==> src/rtl/acc_chain.sv <==
// Cascaded accumulator chain: each stage integrates the (possibly clamped) sum of the
// stage below it, with the full ripple resolved inside one clock cycle.
module acc_chain #(
    parameter int DIN_W  = 4,
    parameter int ACC_W  = 8,
    parameter int STAGES = 3,
    parameter int SAT    = 0
) (
    input  logic                                         clk,
    input  logic                                         reset,
    input  logic                                         in_valid,
    input  logic [DIN_W-1:0]                             data,
    input  logic                                         clr,
    input  logic [((STAGES > 1) ? $clog2(STAGES) : 1)-1:0] sel,
    output logic [ACC_W-1:0]                             out,
    output logic                                         out_valid,
    output logic [STAGES-1:0]                            ovf
);

    // Valid semantics: in_valid is a one-cycle strobe with no backpressure; every cycle
    // it is high (and clr is low) one sample is absorbed, and out_valid is high on the
    // following cycle to mark that the stage registers changed on that edge.

    logic [ACC_W-1:0]  r_acc [STAGES];
    logic [STAGES-1:0] r_ovf;
    logic              r_out_valid;

    logic [ACC_W-1:0]  w_next [STAGES];
    logic [STAGES-1:0] w_carry;

    // The running operand carries each stage's result (clamped when SAT=1) into the next.
    always_comb begin
        logic [ACC_W-1:0] v_run;
        logic [ACC_W:0]   v_full;
        v_run   = {{(ACC_W-DIN_W){1'b0}}, data};
        w_carry = '0;
        for (int k = 0; k < STAGES; k++) begin
            v_full     = {1'b0, r_acc[k]} + {1'b0, v_run};
            w_carry[k] = v_full[ACC_W];
            if ((SAT != 0) && v_full[ACC_W]) begin
                w_next[k] = '1;
            end else begin
                w_next[k] = v_full[ACC_W-1:0];
            end
            v_run = w_next[k];
        end
    end

    always_ff @(posedge clk or negedge reset) begin
        if (!reset) begin
            for (int k = 0; k < STAGES; k++) begin
                r_acc[k] <= '0;
            end
            r_ovf       <= '0;
            r_out_valid <= 1'b0;
        end else if (clr) begin
            for (int k = 0; k < STAGES; k++) begin
                r_acc[k] <= '0;
            end
            r_ovf       <= '0;
            r_out_valid <= 1'b0;
        end else begin
            r_out_valid <= in_valid;
            if (in_valid) begin
                for (int k = 0; k < STAGES; k++) begin
                    r_acc[k] <= w_next[k];
                end
                r_ovf <= r_ovf | w_carry;
            end
        end
    end

    always_comb begin
        out = '0;
        if (32'(sel) < STAGES) begin
            out = r_acc[sel];
        end
    end

    assign out_valid = r_out_valid;
    assign ovf       = r_ovf;

endmodule

==> config.mk <==
export PLATFORM = sky130hd
export DESIGN_NAME = acc_chain
export DESIGN_NICKNAME = d
export VERILOG_FILES = /design/src/rtl/acc_chain.sv
export SDC_FILE = /design/constraint.sdc
export NUM_CORES = 1
export LEC_CHECK = 0
export ABC_AREA = 0
export CAP_MARGIN = 20
export CORE_ASPECT_RATIO = 0.8
export CORE_UTILIZATION = 52
export DETAILED_ROUTE_END_ITERATION = 16
export GPL_TIMING_DRIVEN = 0
export PLACE_DENSITY_LB_ADDON = 0.12
export REMOVE_ABC_BUFFERS = 1
export SYNTH_ARGS = -nofsm -noshare
export SYNTH_HDL_FRONTEND = slang
export SYNTH_SLANG_ARGS = --single-unit
==> constraint.sdc <==
create_clock -name clk -period 3.2 [get_ports clk]
set_input_delay 0.32 -clock clk [delete_from_list [all_inputs] [get_ports clk]]
set_output_delay 0.32 -clock clk [all_outputs]
set_load 0.05 [all_outputs]
Word level (Yosys, flattened, before mapping). Cells that the tools add are included.

Register bits: 28.

$lt $le $gt $ge: 2. Add/sub/neg operators: 3. Muxes and demuxes: 9. Bitwise gates (word level): 2. Reductions and logical operators: 1.

Operators with widths (number): two-way mux 24 bit (2); two-way mux 8 bit (3); adder 8 x 8 -> 9 bit (2); binary-select mux 8 bit (select 2 bit) (1); adder 8 x 4 -> 9 bit (1); two-way mux 3 bit (2); >= comparator 3 bit, second input constant (1); NOT 2 -> 3 bit (1); bitwise OR 3 bit (1); less-than comparator 2 bit, second input constant (1); nonzero test 2 bit (1); two-way mux 1 bit (1).

Logic depth before layout (Yosys ltp).
Word-level depth: 6. Mapped depth: 16.

Worst setup path before layout. OpenSTA, ideal clock, no wires.

Kind: register -> register. From: reg r_acc[16] (netlist name). To: reg r_acc[7] (netlist name). Path buffers: 0. Path slack: -0.251 ns. Stages on the path, launching flop included: 16. Library setup time: 0.066 ns. Arrival: 3.385 ns. Cell sequence: dfrtp_1 ha_1 fa_1 a21o_1 a21oi_1 xnor2_1 ha_1 o21a_1 o31a_1 o21a_1 nor3_2 nor2_1 ha_1 or4_4 a21o_1 nand3_2.

Word-level cells in the longest chain between the ends: 5.

RTL lines: start: declaration (line 24) `logic [ACC_W-1:0] r_acc [STAGES];`; start signal: indexed assignment (line 66) `r_acc[k] <= w_next[k];`; adder 8 x 4 -> 9 bit (line 38) `v_full = {1'b0, r_acc[k]} + {1'b0, v_run};`; adder 8 x 8 -> 9 bit (2 in a row) (line 38); two-way mux 24 bit (line 64) `if (in_valid) begin`; two-way mux 24 bit (line 56) `end else if (clr) begin`.

No other way between the ends. The select of a mux whose other input is x is not followed. A chain may end at the register's enable or synchronous reset.

Worst setup path after layout. Same ends and word-level chain as after synthesis.

==> flow_summary.toml <==
[outcome]
outcome = "complete, but fails checks"
violations = "negative setup slack"

[clocking]
clk_pin_slew_ns = 0.09
htree_num_levels = 1
cts_tree = "built"
numCtsBuffers = 3
worstSkewPairLatency_ns = 0.27
cts_root_buf = "clkbuf_8"
clock_path_buffers = 2
cts_sinks = 28

[synth]
yosysMostFrequentCell = "nor2_1"
synth_ff_type = "dfrtp_1"
ys_ff_latch = 28
yosys-top-cells-count = "nor2_1, dfrtp_1, ha_1, nand2_1, mux2i_1"
synth_edf_count = 0
ys_top_cells_by_area = "dfrtp_1, ha_1, mux2i_1"
ys_async_sr_fraction_pct = 100
post_synth_num_cell_types = 42
syn_area_sq_um = 2230
syn_avg_cell_area_sq_um = 8.98
synth_seq_area_share_pct = 31.5
ys_warn_count = 0
synth_cells = 248
yosysTopAreaCell = "dfrtp_1"
synth_top_area_share_pct = 31.5

[floorplan]
die_w_microns = 75.2
ios = 22
start_util_pct = 56.3
coreArea_sq_um = 3950
row_count = 20
design.die.area_sq_um = 4550
die_y_microns = 60.5

[timing]
period_share_pct = 108
slew_headroom_pct = 43.1
tns_ns = -0.624
finalSetupViolCount = 3
report.final.slew_viol_count = 0
rsz0062_at_grt = "true"
fin_skew_ns = 0.00111
hold_viol = 0
worst-slew-pin-transition_ns = 0.854
finalWorstPathRequiredPeriod_ns = 3.47
clock.fmax_mhz = 289
whs_ns = 0.506
worst_slack_ns = -0.265

[routing]
routed_wl_mm = 5.53
drt_pass1_iterations = 4
routedWlPerCell_microns = 16.6
via_count = 1884
viasPerCell = 5.64
drc = 0
ant_nets = 0
drtIter0Drc = 94

[global_routing]
grt_max_degree = 41
grt_overflow = 0
track_usage_pct = 25.6
grt_pass1_wl_mm = 8.64
grt_pass1_vias = 1737
antenna_found_initial = 0

[hold_path]
hold_class = "in2async"

[run]
max-cap-violations = 0

[worst_setup_path]
critical_path_class = "reg2reg"
setup.worst_path.start_class = "flip-flop"
crit_required_ns = 3.37
end_kind = "flip-flop"
crit_arrival_ns = 3.63
critPathMaxFanout = 4

[place]
io_buffers = 21
hpwl_mm = 3.71
gp_routability_congestion = 0.847
dpl.cell_count = 313

[power_and_ir_drop]
p_leak_nw = 1.30
powerDensity_nw_per_um2 = 546
vdd_drop_max_v = 0.000442

[layout]
diodes = 0
syn2layout_area_growth_pct = 26.7
finalNonFillerCells = 334
drive_gt1_share_pct = 20.4
nNetsFinal = 314
worst max-delay path: stages (launching register included):
cell,delay (ns)
dfrtp_1,0.42
ha_4,0.18
fa_2,0.36
a21o_1,0.21
a21oi_4,0.21
buf_6,0.13
nor2_2,0.04
xor2_1,0.15
ha_1,0.38
o21a_1,0.14
o31a_1,0.20
nor2_2,0.08
ha_4,0.16
or4_4,0.48
nand4_1,0.13
nand3_2,0.07
report_power, final:
group	switching, mW	internal, mW
sequential	0.0652	0.403
clock	0.109	0.0846
combinational	0.463	0.417
layout by cell type (no fill, tap or decap), types with 4 or more instances in the layout:
cell type	count
clkdlybuf4s50_1	18
xnor2_1	7
nand2_1	19
ha_1	12
o211ai_1	4
mux2i_1	19
ha_4	4
ha_2	4
a21oi_2	4
inv_1	8
nor2_1	36
xor2_1	5
nand4_1	4
o21ai_0	12
a211oi_1	7
a21oi_1	4
buf_4	16
dfrtp_1	28
a21o_1	6
routing by layer:
layer | share of wire, % | GRT usage, % | vias up
li1 | - | - | 944
met1 | 49 | 37.8 | 914
met2 | 48 | 41.7 | 24
met3 | 3.0 | 3.49 | 2
met4 | 0.34 | 3.17 | 0
met5 | 0 | 0 | -
sequential cells by signal, summed over array words and instances, names as in the netlist:
signal and cells:
ovf 3, out_valid 1, r_acc 24
final cells by class:
cell class	count	area, sq um
Clock buffer	3	41.3
Tap cell	55	68.8
Sequential cell	28	701
Multi-Input combinational cell	199	1590
Inverter	8	30.0
Timing Repair Buffer	41	392
Fill cell	338	1130
logic make-up after synthesis:
group / after synthesis / synth area share [%]
DFF: 28 / 31.5
buffers and inverters: 21 / 3.88
and+or+nand+nor: 85 / 19.0
AOI/OAI and AO/OA: 57 / 17.2
muxes: 19 / 8.54
adders and majority gates: 23 / 13.9
xor gates and xnor gates: 15 / 5.90
repair_timing:
action | CTS | global route
hold buffers | 0 | 0
resized for setup | 15 | 20
gates cloned | 0 | 0
pin swaps | 17 | 22
setup endpoints to repair | 5 | 5
setup buffers | 11 | 7
path summary, 6_finish.rpt:
path,cells past startpoint,slack [ns],end,start
setup / recovery,15,-0.27,r_acc[7]$_DFFE_PN0P_,r_acc[16]$_DFFE_PN0P_
hold / removal,1,0.51,r_acc[1]$_DFFE_PN0P_,reset
setup reg to reg,15,-0.27,r_acc[7]$_DFFE_PN0P_,r_acc[16]$_DFFE_PN0P_
hold reg to reg,2,0.52,ovf[0]$_DFFE_PN0P_,ovf[0]$_DFFE_PN0P_
max in group asynchronous,2,2.12,out_valid$_DFF_PN0_,reset
min in group clk,2,0.52,ovf[0]$_DFFE_PN0P_,ovf[0]$_DFFE_PN0P_
stage by stage:
step                      area (sq um)  power (mW)  utilization [%]  setup slack [ns]
after floorplan                   2170        1.01                -            -0.251
after global placement            2450        1.18             62.0            -0.894
after detailed placement          2490        1.20             62.9            -0.903
after CTS                         2670        1.46             67.6            -0.328
after global routing              2820        1.64             71.4            -0.385
final                             2820        1.54             71.4            -0.265
Power figures use the tool's default switching activity.
